$ cat src/rtl/sync_recover_213.sv
// sync_recover_213: resync controller for the (2,1,3) Viterbi decoder.
// Integrates error pulses per window, slips symbol alignment on loss of sync.
// Ports: clock, reset (sync, active-high), we (symbol strobe), error (detector
//   pulse) -> slip, dec_clear (1-cycle pulses), locked, slip_count[7:0].
// Optional: define SYNC_RECOVER_STATS_EN to implement the slip_count register;
//   otherwise slip_count is tied to 0.
module sync_recover_213 #(
  parameter int unsigned WINDOW  = 16,
  parameter int unsigned THRESH  = 4,
  parameter int unsigned HOLDOFF = 6
) (
  input  logic       clock,
  input  logic       reset,
  input  logic       we,
  input  logic       error,
  output logic       slip,
  output logic       dec_clear,
  output logic       locked,
  output logic [7:0] slip_count
);

  typedef enum logic [1:0] {
    SEARCH = 2'd0,
    LOCK   = 2'd1,
    SLIP   = 2'd2,
    SETTLE = 2'd3
  } state_t;

  localparam logic [7:0] WIN_LAST = 8'(WINDOW - 1);
  localparam logic [7:0] HOLD_LIM = 8'(HOLDOFF);
  localparam logic [8:0] THR      = 9'(THRESH);

  state_t     state;
  state_t     state_nx;
  logic [7:0] win_cnt;
  logic [7:0] win_nx;
  logic [7:0] err_cnt;
  logic [7:0] err_nx;
  logic [7:0] good_cnt;
  logic [7:0] good_nx;
  logic [7:0] hold_cnt;
  logic [7:0] hold_nx;

  logic       win_end;
  logic [8:0] err_total;
  logic       bad;
  logic [7:0] err_inc;
  logic [7:0] hold_inc;

  always_ff @(posedge clock) begin
    if (reset) begin
      state    <= SEARCH;
      win_cnt  <= '0;
      err_cnt  <= '0;
      good_cnt <= '0;
      hold_cnt <= '0;
    end else begin
      state    <= state_nx;
      win_cnt  <= win_nx;
      err_cnt  <= err_nx;
      good_cnt <= good_nx;
      hold_cnt <= hold_nx;
    end
  end

  always_comb begin
    state_nx  = state;
    win_nx    = win_cnt;
    err_nx    = err_cnt;
    good_nx   = good_cnt;
    hold_nx   = hold_cnt;
    win_end   = we && (win_cnt == WIN_LAST);
    // an error on the window-end cycle belongs to the ending window
    err_total = {1'b0, err_cnt} + {8'd0, error};
    bad       = (err_total >= THR);
    err_inc   = (err_cnt == 8'hff) ? err_cnt
                                   : err_cnt + {7'd0, error};
    hold_inc  = hold_cnt + 8'd1;

    unique case (state)
      SEARCH, LOCK: begin
        // detector lags we by a cycle, so errors count regardless of we
        err_nx = err_inc;
        if (we) win_nx = win_cnt + 8'd1;
        if (win_end) begin
          win_nx = '0;
          err_nx = '0;
          if (bad) begin
            state_nx = SLIP;
            good_nx  = '0;
          end else if (state == SEARCH) begin
            if (good_cnt == 8'd1) begin
              state_nx = LOCK;
              good_nx  = '0;
            end else begin
              good_nx = good_cnt + 8'd1;
            end
          end
        end
      end
      SLIP: begin
        state_nx = SETTLE;
        win_nx   = '0;
        err_nx   = '0;
        good_nx  = '0;
        hold_nx  = '0;
      end
      SETTLE: begin
        err_nx = '0;
        if (HOLDOFF == 0) begin
          state_nx = SEARCH;
          win_nx   = '0;
        end else if (we) begin
          hold_nx = hold_inc;
          if (hold_inc == HOLD_LIM) begin
            state_nx = SEARCH;
            win_nx   = '0;
          end
        end
      end
      default: begin
        state_nx = SEARCH;
      end
    endcase
  end

  // outputs are registered copies of the next-state decode
  always_ff @(posedge clock) begin
    if (reset) begin
      slip      <= 1'b0;
      dec_clear <= 1'b0;
      locked    <= 1'b0;
    end else begin
      slip      <= (state_nx == SLIP);
      dec_clear <= (state_nx == SLIP);
      locked    <= (state_nx == LOCK);
    end
  end

`ifdef SYNC_RECOVER_STATS_EN
  logic [7:0] slips;

  always_ff @(posedge clock) begin
    if (reset) begin
      slips <= '0;
    end else if (state_nx == SLIP && slips != 8'hff) begin
      slips <= slips + 8'd1;
    end
  end

  assign slip_count = slips;
`else
  assign slip_count = 8'd0;
`endif

endmodule

$ cat config.mk
export PLATFORM = sky130hd
export DESIGN_NAME = sync_recover_213
export DESIGN_NICKNAME = d
export VERILOG_FILES = /design/src/rtl/sync_recover_213.sv
export SDC_FILE = /design/constraint.sdc
export NUM_CORES = 1
export LEC_CHECK = 0
export BUFFER_PORTS_ARGS = -buffer_cell sky130_fd_sc_hd__buf_2
export CORE_MARGIN = 2
export CORE_UTILIZATION = 45
export DETAILED_ROUTE_END_ITERATION = 7
export MAX_ROUTING_LAYER = met4
export PLACE_DENSITY = 0.63
export SYNTH_ARGS = -nofsm -noshare
export SYNTH_HDL_FRONTEND = slang
export SYNTH_SLANG_ARGS = --single-unit
export TNS_END_PERCENT = 1
$ cat constraint.sdc
create_clock -name clock -period 3.4 [get_ports clock]
set_clock_uncertainty 0.2 [all_clocks]
set_input_delay 0.34 -clock clock [delete_from_list [all_inputs] [get_ports clock]]
set_output_delay 0.34 -clock clock [all_outputs]
set_load 0.005 [all_outputs]
==> After elaboration in Yosys (flattened, before gate mapping) <==
Cells that the tools add are included.
{ "classes": {"n_addsub": 5, "multipliers": 0, "div": 0, "order_cmp": 1, "n_eq_ne": 15, "shifts": 0, "muxes": 22, "bitwise_logic": 0, "reduce_logical": 9} }
{ "op_table": {"columns": ["operator", "n"], "rows": [
  ["$mux 8", 11],
  ["$pmux 8 s2", 3],
  ["$add 8x1->8 const B", 3],
  ["$pmux 8 s3", 1],
  ["$mux 2", 6],
  ["$add 8x1->9", 1],
  ["$ge 9x3->1 const B", 1],
  ["$ne 3x3->1 const B", 3],
  ["$add 8x1->8", 1],
  ["$eq 8x1->1 const B", 1],
  ["$eq 8x3->1 const B", 1],
  ["$eq 8x4->1 const B", 1],
  ["$eq 8x8->1 const B", 1],
  ["$eq 2x2->1 const B", 3],
  ["$ne 2x2->1 const B", 3],
  ["$pmux 2 s3", 1],
  ["$reduce_and 3->1", 2],
  ["$eq 2x1->1 const B", 2],
  ["$reduce_bool 2->1", 2],
  ["$reduce_or 2->1", 2],
  ["$logic_not 2->1", 1],
  ["$reduce_and 2->1", 1],
  ["$logic_and 1x1->1", 1]
]} }
{ "word_totals": {"reg_bits": 36, "latch_bits": 0, "mem_bits_rw": 0, "rom_bits": 0, "input_bits": 4, "wordCells": 59, "memories": 0} }

==> Depth between registers and ports, before layout <==
{ "depth": {"ltp_word": 7, "mapped_depth": 9, "depth_no_buf": 8} }

==> Worst setup path before layout <==
No wires, ideal clock.
{ "synth_timing": {"path_type": "flip-flop to flip-flop", "start": "register hold_cnt[0]", "end": "register win_cnt[5]", "setup_time_ps": 70, "arrival_time_ps": 2107, "setup_slack_ps": 1023, "path_stages_with_launch": 8, "path_buffers": 0, "path_cell_list": "dfxtp_1 ha_1 or4b_1 a31oi_1 o22a_2 a311oi_2 or4_1 a21boi_1"} }
{ "synth_between": {"elab_chain_cells": 4} }
{ "synth_lines": {"columns": ["element", "line", "source"], "rows": [
  ["start, declared", "41", "logic [7:0] hold_cnt;"],
  ["start signal, assigned", "62", "hold_cnt <= hold_nx;"],
  ["$add 8x1->8", "78", "hold_inc = hold_cnt + 8'd1;"],
  ["$eq 8x3->1", "115", "if (hold_inc == HOLD_LIM) begin"],
  ["$ne 2x2->1 (no source line)", null, null],
  ["$reduce_and 3->1 (no source line)", null, null],
  ["end signal, assigned", "59", "win_cnt <= win_nx;"],
  ["end, declared", "35", "logic [7:0] win_cnt;"]
]} }
Every way passes these cells.
A chain may end at the register's enable or synchronous reset.

==> Worst setup path after layout <==
Ends and elaborated chain as after synthesis.

==> summary.md <==
| Metric | Value |
|---|---|
| Status | `complete, no violations` |
| Setup repair bufs after CTS | `0` |
| Initial DRC Count | `100` |
| Worst EP required | `3.42 ns` |
| CP Capture Type | `register` |
| Max Used Layer | `met4` |
| Reg2Reg Setup Slack | `about 0.64 ns` |
| Synth Area in XOR/XNOR | `3.35%` |
| Yosys cell types | `50` |
| Met1 WL | `2150 um` |
| Number of warnings issued by yosys | `0` |
| Depth of the most critical reg-to-reg path | `7` |
| Met3 routed WL | `~150 um` |
| Switch Pwr | `176 uW` |
| Post-Synth Simple-Gate Area | `28.6%` |
| VDD IR max | `0.226 mV` |
| Post-Synth Adder-Cell Area | `between 4 and 5%` |
| Post-route ant nets | `0` |
| CTS Buf Count | `5` |
| Avg Cell Area, Syn | `7.96 sq um` |
| Logic pwr share | `4.2%` |
| Mux cell area share after synthesis | `0%` |
| # diodes | `0` |
| LEAKAGE | `0.000846 uW` |
| Die X | `72.2 um` |
| Post-synth EDFFs | `0` |
| Area Growth Syn to Fin | `5.32%` |
| Largest family of logic cells by synthesized area | `simple AND/OR/NAND/NOR gates` |
| CP arrival | `2.77 ns` |
| Total of max-cap violations | `0` |
| # H-tree levels | `2` |
| Hold Violations, Final | `0` |
| Clock sink count | `36` |
| # rows | `24` |
| Top cells by area, synth | `dfxtp_1, a21oi_1, nand3_1` |
| Routed wire length per instance | `roughly 13 um` |
| HPWL after DPL | `between 2000 and 3000 um` |
| Sw frac | `between 20% and 30%` |
| Remaining DRCs | `0` |
| Pwr Total | `around 830 uW` |
| Post-synthesis sequential area ratio | `34.4%` |
| Die Height | `about 72 um` |
| Asr flop ratio synth | `0%` |
| Place WS | `0.659 ns` |
| Fmax | `0.363 GHz` |
| Final WS setup | `around 0.64 ns` |
| Clock-pin slew on the worst setup and hold paths | `0.07 ns` |
| Crit path time final | `2.76 ns` |
| Power Dens Cells | `~380 nW/um^2` |
| Layout Nets | `about 270` |
| Synthesized area | `2090 sq um` |
| CTS Root Cell | `clkbuf_8` |
| Worst hold path type | `in2reg` |
| Main synth FF type | `dfxtp_1` |
| Syn Inst Count | `around 260` |
| Via count | `1778` |
| Period utilization | `81.1%` |
| Clk pwr share | `44.0%` |
| CP endpoint | `win_cnt[5]$_SDFFE_PP0P_` |
| GRT Overall Usage | `about 17%` |
| Clock Latency Late Sink | `0.28 ns` |
| Cts hold-fix bufs | `0` |
| I/O Buffers | `6` |
| Core Box Area | `approximately 4400 sq um` |
| Cts repair resizes | `0` |
| Global-route wire length before repair | `6980 um` |
| Relative slew slack | `34.2%` |
| Via density | `5.66` |
| R2R Path Start | `hold_cnt[0]$_SDFFE_PP0P_` |
| # setup viols final | `0` |
| Capturing point of the worst reg2reg path | `win_cnt[5]$_SDFFE_PP0P_` |
| HP Start | `reset` |
| DP Cell Count | `306` |
| RePlAce Congestion | `0.831` |
| Overflow after GRT | `0` |
| Crit path launch type | `register` |
| Setup TNS | `0 ns` |
| Post-synth top area cell | `dfxtp_1` |
| Max stage delay on crit path | `0.58 ns` |
| Synth top area share | `~34%` |
| Post-Layout Cell Count | `314` |
| Largest net degree at the start of global routing | `17` |
| Slew of the pin with the lowest slew margin | `just under 1 ns` |
| Sequential share of power | `51.8%` |
| Critical path class | `reg2reg` |
| Clock tree from TritonCTS | `done` |
| Met2 wire length | `about 1700 um` |
| Post-synth top cells | `dfxtp_1, nand2_1, a21oi_1` |
| Register bit total from synthesis | `36` |
| Critical Path Fanout Max | `14` |
| Placed cell area | `2100 sq um` |
| Post-Route WL | `4040 um` |
| Final Max Tran Viols | `0` |
| Layout cells sized above 1 | `7.63%` |
| Final Cell Area | `2210 sq um` |
| Starting Density | `about 47%` |
| Vias in the first global route | `1547` |
| Crit path from | `hold_cnt[0]$_SDFFE_PP0P_` |
| Worst path slowest cell | `or4_1` |
| Num ports | `15` |
| Crit-path cells | `ha_1 > or4b_1 > a31oi_1 > o22a_2 > a311oi_2 > or4_1 > a21boi_1` |
| Area of the die | `5220 sq um` |
| Most frequent cell after synthesis | `dfxtp_1` |
| Maximum clock insertion buffer count | `2` |
| Drt first pass iters | `4` |
| Initial antenna violation count | `0` |
| Post-synthesis compound-gate area fraction | `21.9%` |
| RSZ-0062 raised after global routing | `false` |
| Int Power | `about 650 uW` |
-- stage by stage --
stage	hold slack, ns	utilization (%)
after detailed placement	0.288	47.5
final	0.191	50.0
after global placement	0.280	47.5
after CTS	0.179	50.0
after floorplan	0.248	-
after global routing	0.188	50.0
-- critical path: cells and delay by family (launching register included) --
family / cells / cell delay, ns
AND/OR/NAND/NOR: 2 / 1.02
adder cells (fa/ha/maj): 1 / 0.22
AO/OA/AOI/OAI: 4 / 0.77
flip-flops: 1 / 0.48
-- state kept, by name (all words and copies together) (netlist names) --
signal	cells
err_cnt	8
good_cnt	8
dec_clear	1
state	2
locked	1
hold_cnt	8
win_cnt	8
-- cell type report --
type	count	area (sq um)
clock buffer	6	72.6
timing repair buffer	7	37.5
inverter	8	30.0
sequential	36	721
tap	52	65.1
fill	432	2210
clock inverter	2	35.0
multi-input combinational	203	1240
-- cells in the final DEF, fill, tap and decap left out, drive strengths merged, types with 2 or more instances in the layout --
master,synthesis,routed
nor2,16,16
xor2,4,4
a311oi,4,4
o31ai,5,5
nand2b,2,2
or4,3,3
or4b,2,2
a211oi,2,2
a21oi,21,21
dfxtp,36,36
o21ai,8,8
and3,4,4
buf,14,7
a21o,9,9
nand4,9,9
inv,7,7
nor3,9,9
clkinv,1,2
or2,3,3
conb,1,8
nor2b,3,3
o21a,2,2
nor3b,2,2
a21boi,3,3
a31o,3,3
nand3,19,19
a31oi,7,7
ha,7,7
or3,5,5
xnor2,4,4
nand2,22,22
and2,3,3
clkbuf,9,6
nor4,4,4
-- per-layer routing --
metal  track usage (%)  vias to the layer above
li1                  -                      941
met1              23.3                      792
met5                 -                        -
met3              3.33                        9
met4              6.50                        0
met2              24.8                       36
-- power groups by stage --
stage               registers [uW]  clock network (uW)  logic [uW]
floorplan                      439                   0        33.4
global placement               439                   0        34.9
detailed placement             439                   0        35.1
CTS                            430                 382        35.1
global route                   430                 398        40.8
finish                         430                 365        35.2
-- worst min path at each step --
stage	endpoint	cells past startpoint	slack [ns]
6_report	hold_cnt[6]$_SDFFE_PP0P_	2	0.19
5_1_grt	hold_cnt[6]$_SDFFE_PP0P_	2	0.19
4_1_cts	hold_cnt[6]$_SDFFE_PP0P_	2	0.18
3_5_place_dp	win_cnt[1]$_SDFFE_PP0P_	2	0.29
3_3_place_gp	hold_cnt[7]$_SDFFE_PP0P_	1	0.28
2_1_floorplan	hold_cnt[7]$_SDFFE_PP0P_	1	0.25
-- cells by family after synthesis --
family,Yosys count
AO/OA/AOI/OAI,69
XOR/XNOR,8
adder cells (fa/ha/maj),7
buffers and inverters,31
flip-flops,36
other,1
AND/OR/NAND/NOR,111
Note: power is estimated with default switching activity, not from simulation.
